==> src/rtl/playbus_blkcopy.sv <==
// Block-copy sequencer for the play bus: walks a block of addresses, enabling one
// source and pulsing one sink strobe per transfer, with an optional dwell in END.
module playbus_blkcopy #(
  parameter int unsigned DWELL = 0
) (
  input  logic       CK2HZ,
  input  logic       n_CLR,
  input  logic       GO,
  input  logic [1:0] MODE,
  input  logic [3:0] START,
  input  logic [3:0] LEN,
  output logic [3:0] ADD,
  output logic       n_ROMO,
  output logic       n_RAMO,
  output logic       n_SWBEN,
  output logic       n_RAMW,
  output logic       LEDLTCH,
  output logic       BUSY,
  output logic       DONE,
  output logic [1:0] St
);

  localparam int unsigned AW = 4;
  localparam int unsigned CW = 4;
  localparam int unsigned MW = 2;

  typedef enum logic [1:0] {
    S_IDLE  = 2'd0,
    S_SRC   = 2'd1,
    S_WRITE = 2'd2,
    S_END   = 2'd3
  } state_t;

  state_t          r_state;
  state_t          w_state_nxt;
  logic [AW-1:0]   r_add;
  logic [AW-1:0]   w_add_nxt;
  logic [CW-1:0]   r_cnt;
  logic [CW-1:0]   w_cnt_nxt;
  logic [CW-1:0]   r_dwell;
  logic [CW-1:0]   w_dwell_nxt;
  logic [MW-1:0]   r_mode;
  logic [MW-1:0]   w_mode_nxt;
  logic            r_ramw;
  logic            w_ramw_nxt;
  logic            r_ledltch;
  logic            w_ledltch_nxt;
  logic            w_active;

  // State and datapath registers; the transfer counter doubles as the latched LEN.
  always_ff @(posedge CK2HZ or negedge n_CLR) begin
    if (!n_CLR) begin
      r_state   <= S_IDLE;
      r_add     <= '0;
      r_cnt     <= '0;
      r_dwell   <= '0;
      r_mode    <= '0;
      r_ramw    <= 1'b0;
      r_ledltch <= 1'b0;
    end else begin
      r_state   <= w_state_nxt;
      r_add     <= w_add_nxt;
      r_cnt     <= w_cnt_nxt;
      r_dwell   <= w_dwell_nxt;
      r_mode    <= w_mode_nxt;
      r_ramw    <= w_ramw_nxt;
      r_ledltch <= w_ledltch_nxt;
    end
  end

  // Next-state and next-datapath logic; mode bit 1 selects the LED sink.
  always_comb begin
    w_state_nxt   = r_state;
    w_add_nxt     = r_add;
    w_cnt_nxt     = r_cnt;
    w_dwell_nxt   = r_dwell;
    w_mode_nxt    = r_mode;
    w_ramw_nxt    = r_ramw;
    w_ledltch_nxt = r_ledltch;
    case (r_state)
      S_IDLE: begin
        if (GO) begin
          w_mode_nxt  = MODE;
          w_add_nxt   = START;
          w_cnt_nxt   = LEN;
          w_state_nxt = S_SRC;
        end
      end
      S_SRC: begin
        w_ramw_nxt    = ~r_mode[1];
        w_ledltch_nxt = r_mode[1];
        w_state_nxt   = S_WRITE;
      end
      S_WRITE: begin
        w_ramw_nxt    = 1'b0;
        w_ledltch_nxt = 1'b0;
        w_dwell_nxt   = CW'(DWELL);
        w_state_nxt   = S_END;
      end
      S_END: begin
        if (r_dwell != '0) begin
          w_dwell_nxt = r_dwell - CW'(1);
        end else if (r_cnt != '0) begin
          w_add_nxt   = r_add + AW'(1);
          w_cnt_nxt   = r_cnt - CW'(1);
          w_state_nxt = S_SRC;
        end else if (!GO) begin
          w_state_nxt = S_IDLE;
        end
      end
      default: w_state_nxt = S_IDLE;
    endcase
  end

  // Outputs decoded from registered state; ADD follows START only while idle.
  assign w_active = (r_state != S_IDLE);
  assign ADD      = w_active ? r_add : START;
  assign n_ROMO   = ~(w_active && !r_mode[0]);
  assign n_SWBEN  = ~(w_active && (r_mode == MW'(1)));
  assign n_RAMO   = ~(w_active && (r_mode == MW'(3)));
  assign n_RAMW   = ~r_ramw;
  assign LEDLTCH  = r_ledltch;
  assign BUSY     = w_active;
  assign DONE     = (r_state == S_END) && (r_dwell == '0) && (r_cnt == '0);
  assign St       = r_state;

endmodule

==> config.mk <==
export PLATFORM = sky130hd
export DESIGN_NAME = playbus_blkcopy
export DESIGN_NICKNAME = d
export VERILOG_FILES = /design/src/rtl/playbus_blkcopy.sv
export SDC_FILE = /design/constraint.sdc
export NUM_CORES = 1
export LEC_CHECK = 0
export CAP_MARGIN = 20
export CORE_MARGIN = 2
export CORE_UTILIZATION = 45
export CTS_BUF_LIST = sky130_fd_sc_hd__clkbuf_16
export DETAILED_ROUTE_END_ITERATION = 16
export PLACE_DENSITY_LB_ADDON = 0.25
export SYNTH_ARGS = -nofsm -noshare
export SYNTH_HDL_FRONTEND = slang
export SYNTH_SLANG_ARGS = --single-unit
==> constraint.sdc <==
create_clock -name CK2HZ -period 2.1 [get_ports CK2HZ]
set_clock_uncertainty 0.2 [all_clocks]
set_input_delay 0.42 -clock CK2HZ [delete_from_list [all_inputs] [get_ports CK2HZ]]
set_output_delay 0.42 -clock CK2HZ [all_outputs]
set_load 0.1 [all_outputs]
Word level (Yosys, flattened, before mapping)
Index checks and enable logic that the tools add are counted.
- add/subtract/negate cells: 3
- eq/ne operators: 10
- muxes and demuxes: 18
- bitwise logic cells: 5
- reduce and logical (&&, ||, !) cells: 19
- operators by type and width (operator ; number):
    two-way mux 4 bit ; 8
    case mux 4 bit (2 select lines) ; 3
    logical NOT 4 bit ; 2
    two-way mux 2 bit ; 4
    != test 2 bit (second input constant) ; 4
    case mux 2 bit (4 select lines) ; 1
    nonzero test 2 bit ; 4
    nonzero test 4 bit ; 2
    subtractor 4 x 1 -> 4 bit (second input constant) ; 2
    equality test 2 bit (second input constant) ; 3
    logical AND 1 bit ; 5
    NOT 1 bit ; 5
    adder 4 x 1 -> 4 bit (second input constant) ; 1
    equality test 2 x 1 -> 1 bit (second input constant) ; 2
    case mux 1 bit (2 select lines) ; 2
    AND reduction 2 bit ; 2
    AND reduction 4 bit ; 1
    != test 3 bit (second input constant) ; 1
    AND reduction 3 bit ; 1
    logical NOT 2 bit ; 1
    logical NOT 1 bit ; 1
- bits in registers: 18
- bits of input ports: 13

Depth between registers and ports, before layout
- depth in word-level cells: 4
- mapped depth: 7

Worst setup path after synthesis
No wires, ideal clock.
- kind: reg2out
- from: register r_state[0] (netlist: St[0])
- to: output port ADD[0]
- arrival time: 3.716 ns
- data required time: 1.480 ns
- setup slack: -2.236 ns
- stages on the path, launching flop included: 5
- buffers on the path: 1
- path through: dfrtp_1 inv_1 ha_1 clkbuf_1 o21ai_0
- word-level cells in the longest chain between the ends: 2
- ends and longest elaborated chain (element ; line ; source):
    start, declared ; 34 ; state_t r_state;
    start signal, assigned ; 61 ; r_state <= w_state_nxt;
    nonzero test 2 bit ; 116 ; assign w_active = (r_state != S_IDLE);
    two-way mux 4 bit ; 117 ; assign ADD = w_active ? r_add : START;
    end, declared ; 12 ; output logic [3:0] ADD,
No other way between the ends.

Worst setup path after layout
- from: register r_dwell[1]
- to: output port DONE
- word-level cells in the longest chain between the ends: 3
- ends and longest elaborated chain (element ; line ; source):
    start, declared ; 40 ; logic [CW-1:0] r_dwell;
    start signal, assigned ; 64 ; r_dwell <= w_dwell_nxt;
    logical NOT 4 bit ; 124 ; assign DONE = (r_state == S_END) && (r_dwell == '0) && (r_cnt == '0);
    logical AND 1 bit (2 in a row) ; 124 ;
    end, declared ; 19 ; output logic DONE,
No other way between the ends.

==> impl_metrics.ini <==
[placed_design]
io_buffers = 25
globalplace.congestion = 0.8067
post-dp-hpwl_mm = 2.190

[clock_network]
clk_pin_slew_ns = 0.06
root_buffer = clkbuf_16
h-tree-depth = 1
clk_path_buf_depth = 2
cts_made_buffers = 3
clock_sinks = 18
cts_tree = done
postCtsHoldBufs = 0
clkLatencyLatePin_ns = 0.25

[die]
rows = 18
floorplan.initialDensity = 0.4717
die_w_um = 54.96
io_pins = 26
die_area_sq_um = 3021
core_sq_um = 2477
die_h_um = 54.96

[synthesis]
synth_cells = 125
yosysSeqAreaShare = 0.3854
yosysWarningCount = 0
synth_cell_types = 35
syn-num-nets = 145
ys_ff_latch = 18
postSynthAreaPerCell_sq_um = 9.349
synthesis.area_sq_um = 1169

[sta]
slew-limit-headroom = 0.6919
finalSetupViolations = 13
final_max_slew_viol_count = 0
setup_ws_ns = -0.1297
tightest_slew_ns = 0.4608
final-hold-violation-count = 0
rsz0062_at_grt = true
fin_crit_sh = 1.062
hold_slack_ns = 0.2897
fmax_mhz = 448.5
min_period_ns = 2.230

[setup_path]
start_kind = flip-flop
crit_chain = inv_2 -> ha_4 -> or3b_4 -> nor2b_4 -> buf_12
crit_fanout = 4
slowest_delay_ns = 0.41
slowest_stage = or3b_4
end_kind = output pin
crit_arrival_ns = 1.61
worst-setup-path-type = flip-flop to output pin
critical-path-top-delay-family = simple AND/OR/NAND/NOR gates
cp.buffers_inverters = 2
worstPathRequired_ns = 1.48

[drt]
num_vias = 1088
wl_per_cell_um = 15.95
first_pass_iters = 4
wl_mm = 3.237
drt_iter0_markers = 32
remaining_drc_errors = 0
vias_per_cell = 5.360
ant_nets = 0

[global_routing]
grt_max_degree = 27
grt_pass1_vias = 1103
gr-usage-all-layers = 0.2405
antenna_found_initial = 0
grt_pass1_wl_mm = 5.119
overflow = 0

[finish]
fin_util = 0.7909
n_antenna_cell = 0
final_nets = 194
areaGrowthSynthToFinish_pct = 67.67
layout-drive-gt1-share = 0.4104

[status]
violations = negative setup slack
status = finished, violations left

[min_path]
hp-class = primary input to async pin

[run]
maxCapViolations = 0
==> timing repair <==
action	CTS	global route
endpoints found under the setup margin	11	17
gates resized for setup	11	9
pin swaps	4	2
endpoints found under the hold margin	0	0
buffers inserted	10	4
==> synthesized netlist by cell type <==
library cell   n  share of area
dfrtp_1       18           0.39
inv_1         13          0.042
o21ai_0       11          0.047
nand2_1        9          0.029
ha_1           7          0.075
nand3_1        7          0.030
nor2_1         7          0.022
mux2_2         6          0.058
mux2i_1        6          0.051
nor3_1         5          0.021
nor2b_1        4          0.021
a21oi_1        3          0.013
nand2b_1       3          0.016
nor3b_1        3          0.019
a31oi_1        2          0.011
buf_2          2         0.0086
a211oi_4       1          0.017
a21o_1         1         0.0064
a21oi_2        1         0.0075
a221oi_2       1          0.013
and4_1         1         0.0075
and4bb_2       1          0.011
buf_1          1         0.0032
buf_6          1         0.0096
clkbuf_1       1         0.0032
nand3b_1       1         0.0064
nand4b_1       1         0.0075
nor3_2         1         0.0086
o211ai_1       1         0.0064
o22a_1         1         0.0075
o31ai_1        1         0.0064
o32ai_1        1         0.0075
or2_2          1         0.0054
or2b_1         1         0.0064
or3b_4         1         0.0096
==> worst reg2reg max path, delay by kind of cell (launching register included) <==
family                     cells  cell delay (ns)
adders and majority gates      1             0.13
muxes                          1             0.22
and+or+nand+nor                2             0.47
DFF                            1             0.39
buffers and inverters          3             0.41
AOI/OAI and AO/OA              1             0.24
==> placed cells by master (no fill, tap or decap), types with 2 or more instances in the layout <==
cell,count
ha_2,2
clkdlybuf4s50_1,12
dfrtp_1,16
inv_1,9
a21oi_2,2
a21oi_1,2
clkbuf_16,3
buf_6,4
nor3b_1,3
dfrtp_4,2
buf_12,14
nand3_1,5
nor2b_1,3
nor2_1,7
nor3_1,5
o21ai_1,2
o21ai_0,8
buf_4,19
ha_4,2
mux2_2,3
nand2_1,8
ha_1,3
nand3_4,2
a31oi_1,2
inv_2,2
nand2b_1,3
mux2_4,3
inv_4,2
mux2i_1,5
==> per-layer routing <==
metal	wire length [um]	vias up	track usage
met5	0	-	0
met4	46	0	0.09756
met3	107	6	0.03495
met2	1619	27	0.3929
met1	1463	524	0.3192
li1	-	531	-
==> final cells by class <==
type	instances	area [sq um]
Multi-Input combinational cell	89	739.5
Inverter	13	57.56
Clock inverter	1	3.754
Timing Repair Buffer	49	588.1
Clock buffer	3	75.07
Fill cell	153	518.0
Tap cell	30	37.54
Sequential cell	18	457.9
==> sequential cells by signal, indices dropped and copies added (netlist names) <==
name and flops:
r_ramw 1, r_add 4, LEDLTCH 1, St 2, r_cnt 4, r_mode 2
r_dwell 4
==> worst paths after layout <==
kind / from / to / slack (ns) / cells past startpoint
worst max-delay path: r_dwell[1]$_DFFE_PN0P_ / DONE / -0.13 / 5
max in group asynchronous: n_CLR / r_add[1]$_DFFE_PN0P_ / 0.89 / 2
min in group CK2HZ: r_cnt[1]$_DFFE_PN0P_ / r_cnt[1]$_DFFE_PN0P_ / 0.37 / 2
worst min register to register: r_cnt[1]$_DFFE_PN0P_ / r_cnt[1]$_DFFE_PN0P_ / 0.37 / 2
worst min-delay path: n_CLR / St[0]$_DFFE_PN0P_ / 0.29 / 1
worst max register to register: r_dwell[1]$_DFFE_PN0P_ / r_cnt[2]$_DFFE_PN0P_ / -0.08 / 8
==> metrics by stage <==
stage	area [sq um]	std cells	TNS, ns	setup slack, ns
finish	1959	203	-0.7929	-0.1297
global route	1959	203	-1.546	-0.1578
CTS	1901	199	-0.6233	-0.1466
detailed placement	1710	185	-0.01634	-0.01634
global placement	1710	185	0	0.03969
floorplan	1244	125	-2.426	-0.4822
==> kinds of logic after synthesis <==
| kind of cell | Yosys count | share of synthesized area |
|---|---|---|
| AND/OR/NAND/NOR | 46 | 0.2216 |
| AO/OA/AOI/OAI | 24 | 0.1424 |
| buffers and inverters | 18 | 0.06638 |
| flip-flops | 18 | 0.3854 |
| multiplexers | 12 | 0.1092 |
| adder cells (fa/ha/maj) | 7 | 0.07494 |
Power is left out: the tool's default activity adds up to more than one toggle a clock period on the data nets, which glitch-free logic cannot reach.
